**config.mk**
```make
export PLATFORM = sky130hd
export DESIGN_NAME = pipe_hazard_ctl_flat
export DESIGN_NICKNAME = d
export VERILOG_FILES = /design/src/rtl/pipe_hazard_ctl_if.sv /design/src/rtl/pipe_hazard_ctl.sv /design/src/flat_wrapper.sv
export SDC_FILE = /design/constraint.sdc
export NUM_CORES = 1
export LEC_CHECK = 0
export BUFFER_PORTS_ARGS = -buffer_cell sky130_fd_sc_hd__buf_2
export CAP_MARGIN = 0
export CORE_ASPECT_RATIO = 1.1
export CORE_UTILIZATION = 48
export CTS_CLUSTER_DIAMETER = 200
export DETAILED_ROUTE_END_ITERATION = 12
export GPL_ROUTABILITY_DRIVEN = 0
export PLACE_DENSITY = 0.77
export SLEW_MARGIN = 20
export SYNTH_ARGS = -nofsm -noshare
export SYNTH_HDL_FRONTEND = slang
export SYNTH_SLANG_ARGS = --single-unit
```
**constraint.sdc**
```tcl
create_clock -name clk -period 2.5 [get_ports clk]
set_clock_uncertainty 0.2 [all_clocks]
set_input_delay 0.5 -clock clk [delete_from_list [all_inputs] [get_ports clk]]
set_output_delay 0.5 -clock clk [all_outputs]
set_load 0.01 [all_outputs]
```
**src/rtl/pipe_hazard_ctl_if.sv**
```systemverilog
`default_nettype none
// ---------------------------------------------------------------------------
// pipe_hazard_ctl_if : hazard-controller pipeline/bus bundle
// Rev 1.0
// ---------------------------------------------------------------------------
interface pipe_hazard_ctl_if #(
  parameter int CNT_W = 32
);
  logic [4:0]       id_rs1;
  logic [4:0]       id_rs2;
  logic             id_uses_rs1;
  logic             id_uses_rs2;
  logic [4:0]       ex_rs1;
  logic [4:0]       ex_rs2;
  logic [4:0]       ex_rd;
  logic             ex_RegWEn;
  logic             ex_is_load;
  logic             ex_pc_sel;
  logic [4:0]       mem_rd;
  logic             mem_RegWEn;
  logic [4:0]       wb_rd;
  logic             wb_RegWEn;
  logic             dmem_req;
  logic             dmem_rdy;
  logic             pc_en;
  logic             if_id_en;
  logic             id_ex_en;
  logic             ex_mem_en;
  logic             mem_wb_en;
  logic             if_id_flush;
  logic             id_ex_flush;
  logic             mem_wb_flush;
  logic [1:0]       fwd_a;
  logic [1:0]       fwd_b;
  logic             bus_err;
  logic [CNT_W-1:0] stall_cnt;
  logic [CNT_W-1:0] flush_cnt;

  modport master (
    output id_rs1, id_rs2, id_uses_rs1, id_uses_rs2,
    output ex_rs1, ex_rs2, ex_rd, ex_RegWEn, ex_is_load, ex_pc_sel,
    output mem_rd, mem_RegWEn, wb_rd, wb_RegWEn, dmem_req, dmem_rdy,
    input  pc_en, if_id_en, id_ex_en, ex_mem_en, mem_wb_en,
    input  if_id_flush, id_ex_flush, mem_wb_flush,
    input  fwd_a, fwd_b, bus_err, stall_cnt, flush_cnt
  );

  modport slave (
    input  id_rs1, id_rs2, id_uses_rs1, id_uses_rs2,
    input  ex_rs1, ex_rs2, ex_rd, ex_RegWEn, ex_is_load, ex_pc_sel,
    input  mem_rd, mem_RegWEn, wb_rd, wb_RegWEn, dmem_req, dmem_rdy,
    output pc_en, if_id_en, id_ex_en, ex_mem_en, mem_wb_en,
    output if_id_flush, id_ex_flush, mem_wb_flush,
    output fwd_a, fwd_b, bus_err, stall_cnt, flush_cnt
  );
endinterface
`default_nettype wire

```
**src/rtl/pipe_hazard_ctl.sv**
```systemverilog
`default_nettype none
// ---------------------------------------------------------------------------
// pipe_hazard_ctl : stall/flush/forwarding controller for the 5-stage rv32 pipe
// Rev 1.0
// ---------------------------------------------------------------------------
module pipe_hazard_ctl #(
  parameter int FLUSH_CYCLES = 2,
  parameter int MEM_TIMEOUT  = 255,
  parameter int CNT_W        = 32
) (
  input  logic             clk,
  input  logic             rst_n,
  pipe_hazard_ctl_if.slave hz
);

  localparam int REM_W = (FLUSH_CYCLES > 1) ? $clog2(FLUSH_CYCLES) : 1;
  localparam int TMO_W = $clog2(MEM_TIMEOUT + 1);
  localparam logic [REM_W-1:0] REM_LOAD = REM_W'(FLUSH_CYCLES - 1);
  localparam logic [TMO_W-1:0] TMO_MAX  = TMO_W'(MEM_TIMEOUT);
  localparam logic [CNT_W-1:0] CNT_SAT  = {CNT_W{1'b1}};

  typedef enum logic [1:0] {
    ST_RUN      = 2'd0,
    ST_MEM_WAIT = 2'd1,
    ST_FLUSH    = 2'd2
  } state_e;

  state_e           state_q, state_d;
  logic [REM_W-1:0] rem_q, rem_d;
  logic [TMO_W-1:0] tmo_q, tmo_d;
  logic             bus_err_q, bus_err_d;
  logic [CNT_W-1:0] stall_cnt_q, stall_cnt_d;
  logic [CNT_W-1:0] flush_cnt_q, flush_cnt_d;

  logic memstall, redirect, loaduse;
  logic freeze, run_eval, redirect_taken;
  logic pc_en, if_id_en, id_ex_en, ex_mem_en, mem_wb_en;
  logic if_id_flush, id_ex_flush, mem_wb_flush;
  logic [1:0] fwd_a, fwd_b;

  assign memstall = hz.dmem_req & ~hz.dmem_rdy;
  assign redirect = hz.ex_pc_sel;
  assign loaduse  = hz.ex_is_load & hz.ex_RegWEn & (hz.ex_rd != 5'd0) &
                    ((hz.id_uses_rs1 & (hz.id_rs1 == hz.ex_rd)) |
                     (hz.id_uses_rs2 & (hz.id_rs2 == hz.ex_rd)));

  always_comb begin
    state_d        = state_q;
    rem_d          = rem_q;
    tmo_d          = tmo_q;
    bus_err_d      = bus_err_q;
    freeze         = 1'b0;
    run_eval       = 1'b0;
    redirect_taken = 1'b0;
    pc_en          = 1'b1;
    if_id_en       = 1'b1;
    id_ex_en       = 1'b1;
    ex_mem_en      = 1'b1;
    mem_wb_en      = 1'b1;
    if_id_flush    = 1'b0;
    id_ex_flush    = 1'b0;
    mem_wb_flush   = 1'b0;

    unique case (state_q)
      ST_RUN: begin
        if (memstall) begin
          freeze  = 1'b1;
          tmo_d   = TMO_W'(1);
          state_d = ST_MEM_WAIT;
        end else begin
          run_eval = 1'b1;
        end
      end
      ST_MEM_WAIT: begin
        // A dropped request also releases, so the freeze cannot outlive the access.
        if (!memstall) begin
          run_eval = 1'b1;
        end else if (tmo_q == TMO_MAX) begin
          bus_err_d = 1'b1;
          run_eval  = 1'b1;
        end else begin
          freeze = 1'b1;
          tmo_d  = tmo_q + 1'b1;
        end
      end
      ST_FLUSH: begin
        if (memstall) begin
          freeze  = 1'b1;
          tmo_d   = TMO_W'(1);
          state_d = ST_MEM_WAIT;
        end else if (redirect) begin
          run_eval = 1'b1;
        end else begin
          if_id_flush = 1'b1;
          rem_d       = rem_q - 1'b1;
          state_d     = (rem_q == REM_W'(1)) ? ST_RUN : ST_FLUSH;
        end
      end
      default: state_d = ST_RUN;
    endcase

    if (freeze) begin
      pc_en        = 1'b0;
      if_id_en     = 1'b0;
      id_ex_en     = 1'b0;
      ex_mem_en    = 1'b0;
      mem_wb_flush = 1'b1;
    end

    // Normal evaluation; a flush interrupted by a memory wait resumes via rem_q.
    if (run_eval) begin
      if (redirect) begin
        if_id_flush    = 1'b1;
        id_ex_flush    = 1'b1;
        redirect_taken = 1'b1;
        rem_d          = REM_LOAD;
        state_d        = (REM_LOAD != '0) ? ST_FLUSH : ST_RUN;
      end else begin
        if (loaduse) begin
          pc_en       = 1'b0;
          if_id_en    = 1'b0;
          id_ex_flush = 1'b1;
        end
        state_d = (rem_q != '0) ? ST_FLUSH : ST_RUN;
      end
    end

    if (!rst_n) begin
      pc_en        = 1'b0;
      if_id_en     = 1'b0;
      id_ex_en     = 1'b0;
      ex_mem_en    = 1'b0;
      mem_wb_en    = 1'b0;
      if_id_flush  = 1'b1;
      id_ex_flush  = 1'b1;
      mem_wb_flush = 1'b1;
    end
  end

  always_comb begin
    stall_cnt_d = stall_cnt_q;
    flush_cnt_d = flush_cnt_q;
    if (!pc_en && stall_cnt_q != CNT_SAT) begin
      stall_cnt_d = stall_cnt_q + 1'b1;
    end
    if (redirect_taken && flush_cnt_q != CNT_SAT) begin
      flush_cnt_d = flush_cnt_q + 1'b1;
    end
  end

  always_comb begin
    fwd_a = 2'b00;
    fwd_b = 2'b00;
    if (rst_n) begin
      if (hz.mem_RegWEn && hz.mem_rd != 5'd0 && hz.mem_rd == hz.ex_rs1) begin
        fwd_a = 2'b01;
      end else if (hz.wb_RegWEn && hz.wb_rd != 5'd0 && hz.wb_rd == hz.ex_rs1) begin
        fwd_a = 2'b10;
      end
      if (hz.mem_RegWEn && hz.mem_rd != 5'd0 && hz.mem_rd == hz.ex_rs2) begin
        fwd_b = 2'b01;
      end else if (hz.wb_RegWEn && hz.wb_rd != 5'd0 && hz.wb_rd == hz.ex_rs2) begin
        fwd_b = 2'b10;
      end
    end
  end

  always_ff @(posedge clk) begin
    if (!rst_n) begin
      state_q     <= ST_RUN;
      rem_q       <= '0;
      tmo_q       <= '0;
      bus_err_q   <= 1'b0;
      stall_cnt_q <= '0;
      flush_cnt_q <= '0;
    end else begin
      state_q     <= state_d;
      rem_q       <= rem_d;
      tmo_q       <= tmo_d;
      bus_err_q   <= bus_err_d;
      stall_cnt_q <= stall_cnt_d;
      flush_cnt_q <= flush_cnt_d;
    end
  end

  assign hz.pc_en        = pc_en;
  assign hz.if_id_en     = if_id_en;
  assign hz.id_ex_en     = id_ex_en;
  assign hz.ex_mem_en    = ex_mem_en;
  assign hz.mem_wb_en    = mem_wb_en;
  assign hz.if_id_flush  = if_id_flush;
  assign hz.id_ex_flush  = id_ex_flush;
  assign hz.mem_wb_flush = mem_wb_flush;
  assign hz.fwd_a        = fwd_a;
  assign hz.fwd_b        = fwd_b;
  assign hz.bus_err      = bus_err_q;
  assign hz.stall_cnt    = stall_cnt_q;
  assign hz.flush_cnt    = flush_cnt_q;

endmodule
`default_nettype wire

```
**src/flat_wrapper.sv**
```systemverilog
// flat-port wrapper written by rule: the top's interface ports become plain ports
module pipe_hazard_ctl_flat 
#(
  parameter int FLUSH_CYCLES = 2,
  parameter int MEM_TIMEOUT  = 255,
  parameter int CNT_W        = 32
)
  (clk, rst_n, hz_id_rs1, hz_id_rs2, hz_id_uses_rs1, hz_id_uses_rs2, hz_ex_rs1, hz_ex_rs2, hz_ex_rd, hz_ex_RegWEn, hz_ex_is_load, hz_ex_pc_sel, hz_mem_rd, hz_mem_RegWEn, hz_wb_rd, hz_wb_RegWEn, hz_dmem_req, hz_dmem_rdy, hz_pc_en, hz_if_id_en, hz_id_ex_en, hz_ex_mem_en, hz_mem_wb_en, hz_if_id_flush, hz_id_ex_flush, hz_mem_wb_flush, hz_fwd_a, hz_fwd_b, hz_bus_err, hz_stall_cnt, hz_flush_cnt);
  pipe_hazard_ctl_if #(.CNT_W(CNT_W)) hz_i ();
  input  logic clk;
  input  logic rst_n;
  input wire logic [$bits(hz_i.id_rs1)-1:0] hz_id_rs1;
  input wire logic [$bits(hz_i.id_rs2)-1:0] hz_id_rs2;
  input wire logic [$bits(hz_i.id_uses_rs1)-1:0] hz_id_uses_rs1;
  input wire logic [$bits(hz_i.id_uses_rs2)-1:0] hz_id_uses_rs2;
  input wire logic [$bits(hz_i.ex_rs1)-1:0] hz_ex_rs1;
  input wire logic [$bits(hz_i.ex_rs2)-1:0] hz_ex_rs2;
  input wire logic [$bits(hz_i.ex_rd)-1:0] hz_ex_rd;
  input wire logic [$bits(hz_i.ex_RegWEn)-1:0] hz_ex_RegWEn;
  input wire logic [$bits(hz_i.ex_is_load)-1:0] hz_ex_is_load;
  input wire logic [$bits(hz_i.ex_pc_sel)-1:0] hz_ex_pc_sel;
  input wire logic [$bits(hz_i.mem_rd)-1:0] hz_mem_rd;
  input wire logic [$bits(hz_i.mem_RegWEn)-1:0] hz_mem_RegWEn;
  input wire logic [$bits(hz_i.wb_rd)-1:0] hz_wb_rd;
  input wire logic [$bits(hz_i.wb_RegWEn)-1:0] hz_wb_RegWEn;
  input wire logic [$bits(hz_i.dmem_req)-1:0] hz_dmem_req;
  input wire logic [$bits(hz_i.dmem_rdy)-1:0] hz_dmem_rdy;
  output wire logic [$bits(hz_i.pc_en)-1:0] hz_pc_en;
  output wire logic [$bits(hz_i.if_id_en)-1:0] hz_if_id_en;
  output wire logic [$bits(hz_i.id_ex_en)-1:0] hz_id_ex_en;
  output wire logic [$bits(hz_i.ex_mem_en)-1:0] hz_ex_mem_en;
  output wire logic [$bits(hz_i.mem_wb_en)-1:0] hz_mem_wb_en;
  output wire logic [$bits(hz_i.if_id_flush)-1:0] hz_if_id_flush;
  output wire logic [$bits(hz_i.id_ex_flush)-1:0] hz_id_ex_flush;
  output wire logic [$bits(hz_i.mem_wb_flush)-1:0] hz_mem_wb_flush;
  output wire logic [$bits(hz_i.fwd_a)-1:0] hz_fwd_a;
  output wire logic [$bits(hz_i.fwd_b)-1:0] hz_fwd_b;
  output wire logic [$bits(hz_i.bus_err)-1:0] hz_bus_err;
  output wire logic [$bits(hz_i.stall_cnt)-1:0] hz_stall_cnt;
  output wire logic [$bits(hz_i.flush_cnt)-1:0] hz_flush_cnt;
  assign hz_i.id_rs1 = hz_id_rs1;
  assign hz_i.id_rs2 = hz_id_rs2;
  assign hz_i.id_uses_rs1 = hz_id_uses_rs1;
  assign hz_i.id_uses_rs2 = hz_id_uses_rs2;
  assign hz_i.ex_rs1 = hz_ex_rs1;
  assign hz_i.ex_rs2 = hz_ex_rs2;
  assign hz_i.ex_rd = hz_ex_rd;
  assign hz_i.ex_RegWEn = hz_ex_RegWEn;
  assign hz_i.ex_is_load = hz_ex_is_load;
  assign hz_i.ex_pc_sel = hz_ex_pc_sel;
  assign hz_i.mem_rd = hz_mem_rd;
  assign hz_i.mem_RegWEn = hz_mem_RegWEn;
  assign hz_i.wb_rd = hz_wb_rd;
  assign hz_i.wb_RegWEn = hz_wb_RegWEn;
  assign hz_i.dmem_req = hz_dmem_req;
  assign hz_i.dmem_rdy = hz_dmem_rdy;
  assign hz_pc_en = hz_i.pc_en;
  assign hz_if_id_en = hz_i.if_id_en;
  assign hz_id_ex_en = hz_i.id_ex_en;
  assign hz_ex_mem_en = hz_i.ex_mem_en;
  assign hz_mem_wb_en = hz_i.mem_wb_en;
  assign hz_if_id_flush = hz_i.if_id_flush;
  assign hz_id_ex_flush = hz_i.id_ex_flush;
  assign hz_mem_wb_flush = hz_i.mem_wb_flush;
  assign hz_fwd_a = hz_i.fwd_a;
  assign hz_fwd_b = hz_i.fwd_b;
  assign hz_bus_err = hz_i.bus_err;
  assign hz_stall_cnt = hz_i.stall_cnt;
  assign hz_flush_cnt = hz_i.flush_cnt;
  pipe_hazard_ctl #(.FLUSH_CYCLES(FLUSH_CYCLES), .MEM_TIMEOUT(MEM_TIMEOUT), .CNT_W(CNT_W)) u_core (.clk(clk), .rst_n(rst_n), .hz(hz_i));
endmodule
```
==> impl_metrics.env <==
export IMPL_violations="setup timing"
export IMPL_multi_input_area_um2=2760
export IMPL_setup_ws_ns=-0.0980
export IMPL_rsz0062_at_grt="yes"
export IMPL_postSynthAreaPerCell_um2=8.13
export IMPL_slew_headroom=0.565
export IMPL_worstPathRequired_ns=1.80
export IMPL_yosysTopAreaCell="dfxtp_1"
export IMPL_coreArea_um2=8830
export IMPL_grt_max_degree=50
export IMPL_chipHeight_um=102
export IMPL_synth_edf_count=0
export IMPL_synth_seq_cells=76
export IMPL_clk_pin_slew_ns=0.08
export IMPL_cts_sinks=76
export IMPL_synth_flop_cell="dfxtp_1"
export IMPL_route_vias_total=4528
export IMPL_synth_distinct_cells=49
export IMPL_slowest_delay_ns=0.36
export IMPL_drt_pass1_iter_count=4
export IMPL_tightest_slew_ns=0.646
export IMPL_syn_area_um2=4350
export IMPL_final_cell_mix="buf_2 (122), dfxtp_1 (74), xnor2_1 (39), a21oi_1 (36)"
export IMPL_cap_viol_max_count=0
export IMPL_fp_row_count=36
export IMPL_grt_pass1_vias=4210
export IMPL_ios=123
export IMPL_finalSetupViolations=7
export IMPL_post_place_ws_ns=-0.0863
export IMPL_crit_chain="ha_4 -> and3_4 -> a31o_4 -> nor4b_4 -> a211oi_4 -> buf_2"
export IMPL_grt_pass1_wl_um=19000
export IMPL_finalCritPeriodShare=1.04
export IMPL_synth_seq_area_share=0.350
export IMPL_hold_class="reg -> reg"
export IMPL_hold_viol_final=0
export IMPL_drive_gt1_frac=0.293
export IMPL_cts_hold_buffers=0
export IMPL_power_leakage_nw=2.24
export IMPL_dpl_hpwl_um=8530
export IMPL_grt_usage=0.248
export IMPL_fillers=786
export IMPL_port_buffers=122
export IMPL_final_common_cell="buf_2"
export IMPL_fin_crit_ns=2.60
export IMPL_cp_slowest_cell="dfxtp_4"
export IMPL_fmax_mhz=385
export IMPL_ys_warnings_count=0
export IMPL_cellPowerDensity_nw_per_um2=467
export IMPL_outcome="finished with violations"
export IMPL_initial_core_util=0.493
export IMPL_vias_per_cell=5.71
export IMPL_crit_path_end_kind="output port"
export IMPL_die_area_um2=9450
export IMPL_clk_latency_ns=0.36
export IMPL_final_instance_count_excl_fill=793
export IMPL_syn_inst=535
export IMPL_critical_path_peak_fanout=4
export IMPL_antenna_cells=0
export IMPL_die_x_um=92.8
export IMPL_area_growth_pct=29.1
export IMPL_post_drt_wl_per_cell_um=14.8
export IMPL_drtIter0Drc=150
export IMPL_peakVddDrop_v=0.000320
export IMPL_overflow=0
export IMPL_ant_nets=0
export IMPL_synthTopCellsByArea="dfxtp_1 (35%), xnor2_1 (7.8%), or3_1 (4.6%)"
export IMPL_clockBufferDepth=2
export IMPL_syn_nets=585
export IMPL_antenna_found_initial=0
export IMPL_nets=724
export IMPL_cts_tree="done"
export IMPL_worst_endpoint_arrival_ns=1.90
export IMPL_dp_cells=772
export IMPL_cts_buffers=9
export IMPL_crit_type="reg -> out"
export IMPL_root_buffer="clkbuf_8"
export IMPL_htree_num_levels=3
export IMPL_synthArstFlopShare=0
export IMPL_cp_start_kind="register"
export IMPL_wl_um=11700
export IMPL_yosys_area_top_type_share=0.350
export IMPL_seq_area_um2=1530
export IMPL_drc=0
export IMPL_finalMaxSlewViolations=0
registers in the layout, summed over array words and instances, names as in the netlist:
register and count:
u_core.tmo_q 8, u_core.rem_q 1, u_core.hz.bus_err 1, u_core.state_q 2, u_core.hz.stall_cnt 32, u_core.hz.flush_cnt 32
synthesized netlist by cell type (11+ instances only):
| library cell | instances |
|---|---|
| dfxtp_1 | 76 |
| nor4_1 | 11 |
| and3_1 | 16 |
| or3_1 | 32 |
| nand2_1 | 34 |
| nand3_1 | 35 |
| xor2_1 | 16 |
| xnor2_1 | 39 |
| nor2_1 | 36 |
| o21ai_1 | 16 |
| and4_1 | 11 |
| a21oi_1 | 38 |
| nand4_1 | 25 |
| nor3_1 | 14 |
| clkbuf_1 | 17 |
| o21ai_0 | 19 |
timing repair:
| action | in CTS | in global routing |
|---|---|---|
| setup buffers | 2 | 3 |
| pin swaps | 3 | 7 |
| setup endpoints to repair | 11 | 16 |
| gates resized for setup | 11 | 13 |
stage by stage:
step           setup TNS, ns  total power [mW]  area [um2]  utilization  hold slack (ns)
2_1_floorplan         -0.143              1.42        4370            -            0.254
3_3_place_gp          -0.582              1.53        5250        0.594            0.265
3_5_place_dp           -1.32              1.55        5250        0.594            0.283
4_1_cts               -0.671              2.63        5540        0.628            0.289
5_1_grt               -0.946              2.73        5620        0.636            0.317
6_report              -0.423              2.63        5620        0.636            0.301
cell families (layout without fill, tap and decap cells):
logic type / after synthesis / count (layout) / synth area share
muxes: 8 / 8 / 0.0184
DFF: 76 / 76 / 0.350
adders and majority gates: 4 / 4 / 0.0115
and+or+nand+nor: 261 / 261 / 0.349
AOI/OAI and AO/OA: 93 / 93 / 0.121
xor gates and xnor gates: 55 / 55 / 0.111
buffers and inverters: 38 / 182 / 0.0397
worst max-delay path, delay by kind of cell (launching register included):
| kind | cells | cell delay (ns) |
|---|---|---|
| and+or+nand+nor | 2 | 0.31 |
| adders and majority gates | 1 | 0.16 |
| buffers and inverters | 1 | 0.20 |
| DFF | 1 | 0.36 |
| AOI/OAI and AO/OA | 2 | 0.51 |
path summary, 6_finish.rpt:
kind | from | to | slack [ns] | depth (start not counted)
min | u_core.hz.flush_cnt[8] | u_core.hz.flush_cnt[8] | 0.30 | 2
max reg2reg | u_core.tmo_q[1] | u_core.hz.flush_cnt[31] | 0.08 | 9
max | u_core.tmo_q[1] | hz_pc_en | -0.1 | 6
min reg2reg | u_core.hz.flush_cnt[8] | u_core.hz.flush_cnt[8] | 0.30 | 2
cell type report:
class | count | share of cell area
clock inverters | 5 | 0.0149
multi-input cells | 421 | 0.492
well taps | 114 | 0.0254
clock buffers | 11 | 0.0269
inverters | 9 | 0.00601
flip-flops and latches | 76 | 0.272
repair buffers | 157 | 0.163
where the power goes:
| part | internal (mW) | total, mW | switching, mW |
|---|---|---|---|
| combinational | 0.134 | 0.300 | 0.165 |
| clock | 0.618 | 1.09 | 0.470 |
| sequential | 1.22 | 1.24 | 0.0167 |
per-layer routing:
metal / track usage / part of all wire
met5: 0 / 0
met4: 0.104 / 0.021
met3: 0.0543 / 0.051
met2: 0.434 / 0.51
met1: 0.293 / 0.42
No activity file was read; power rests on OpenSTA's default activity.
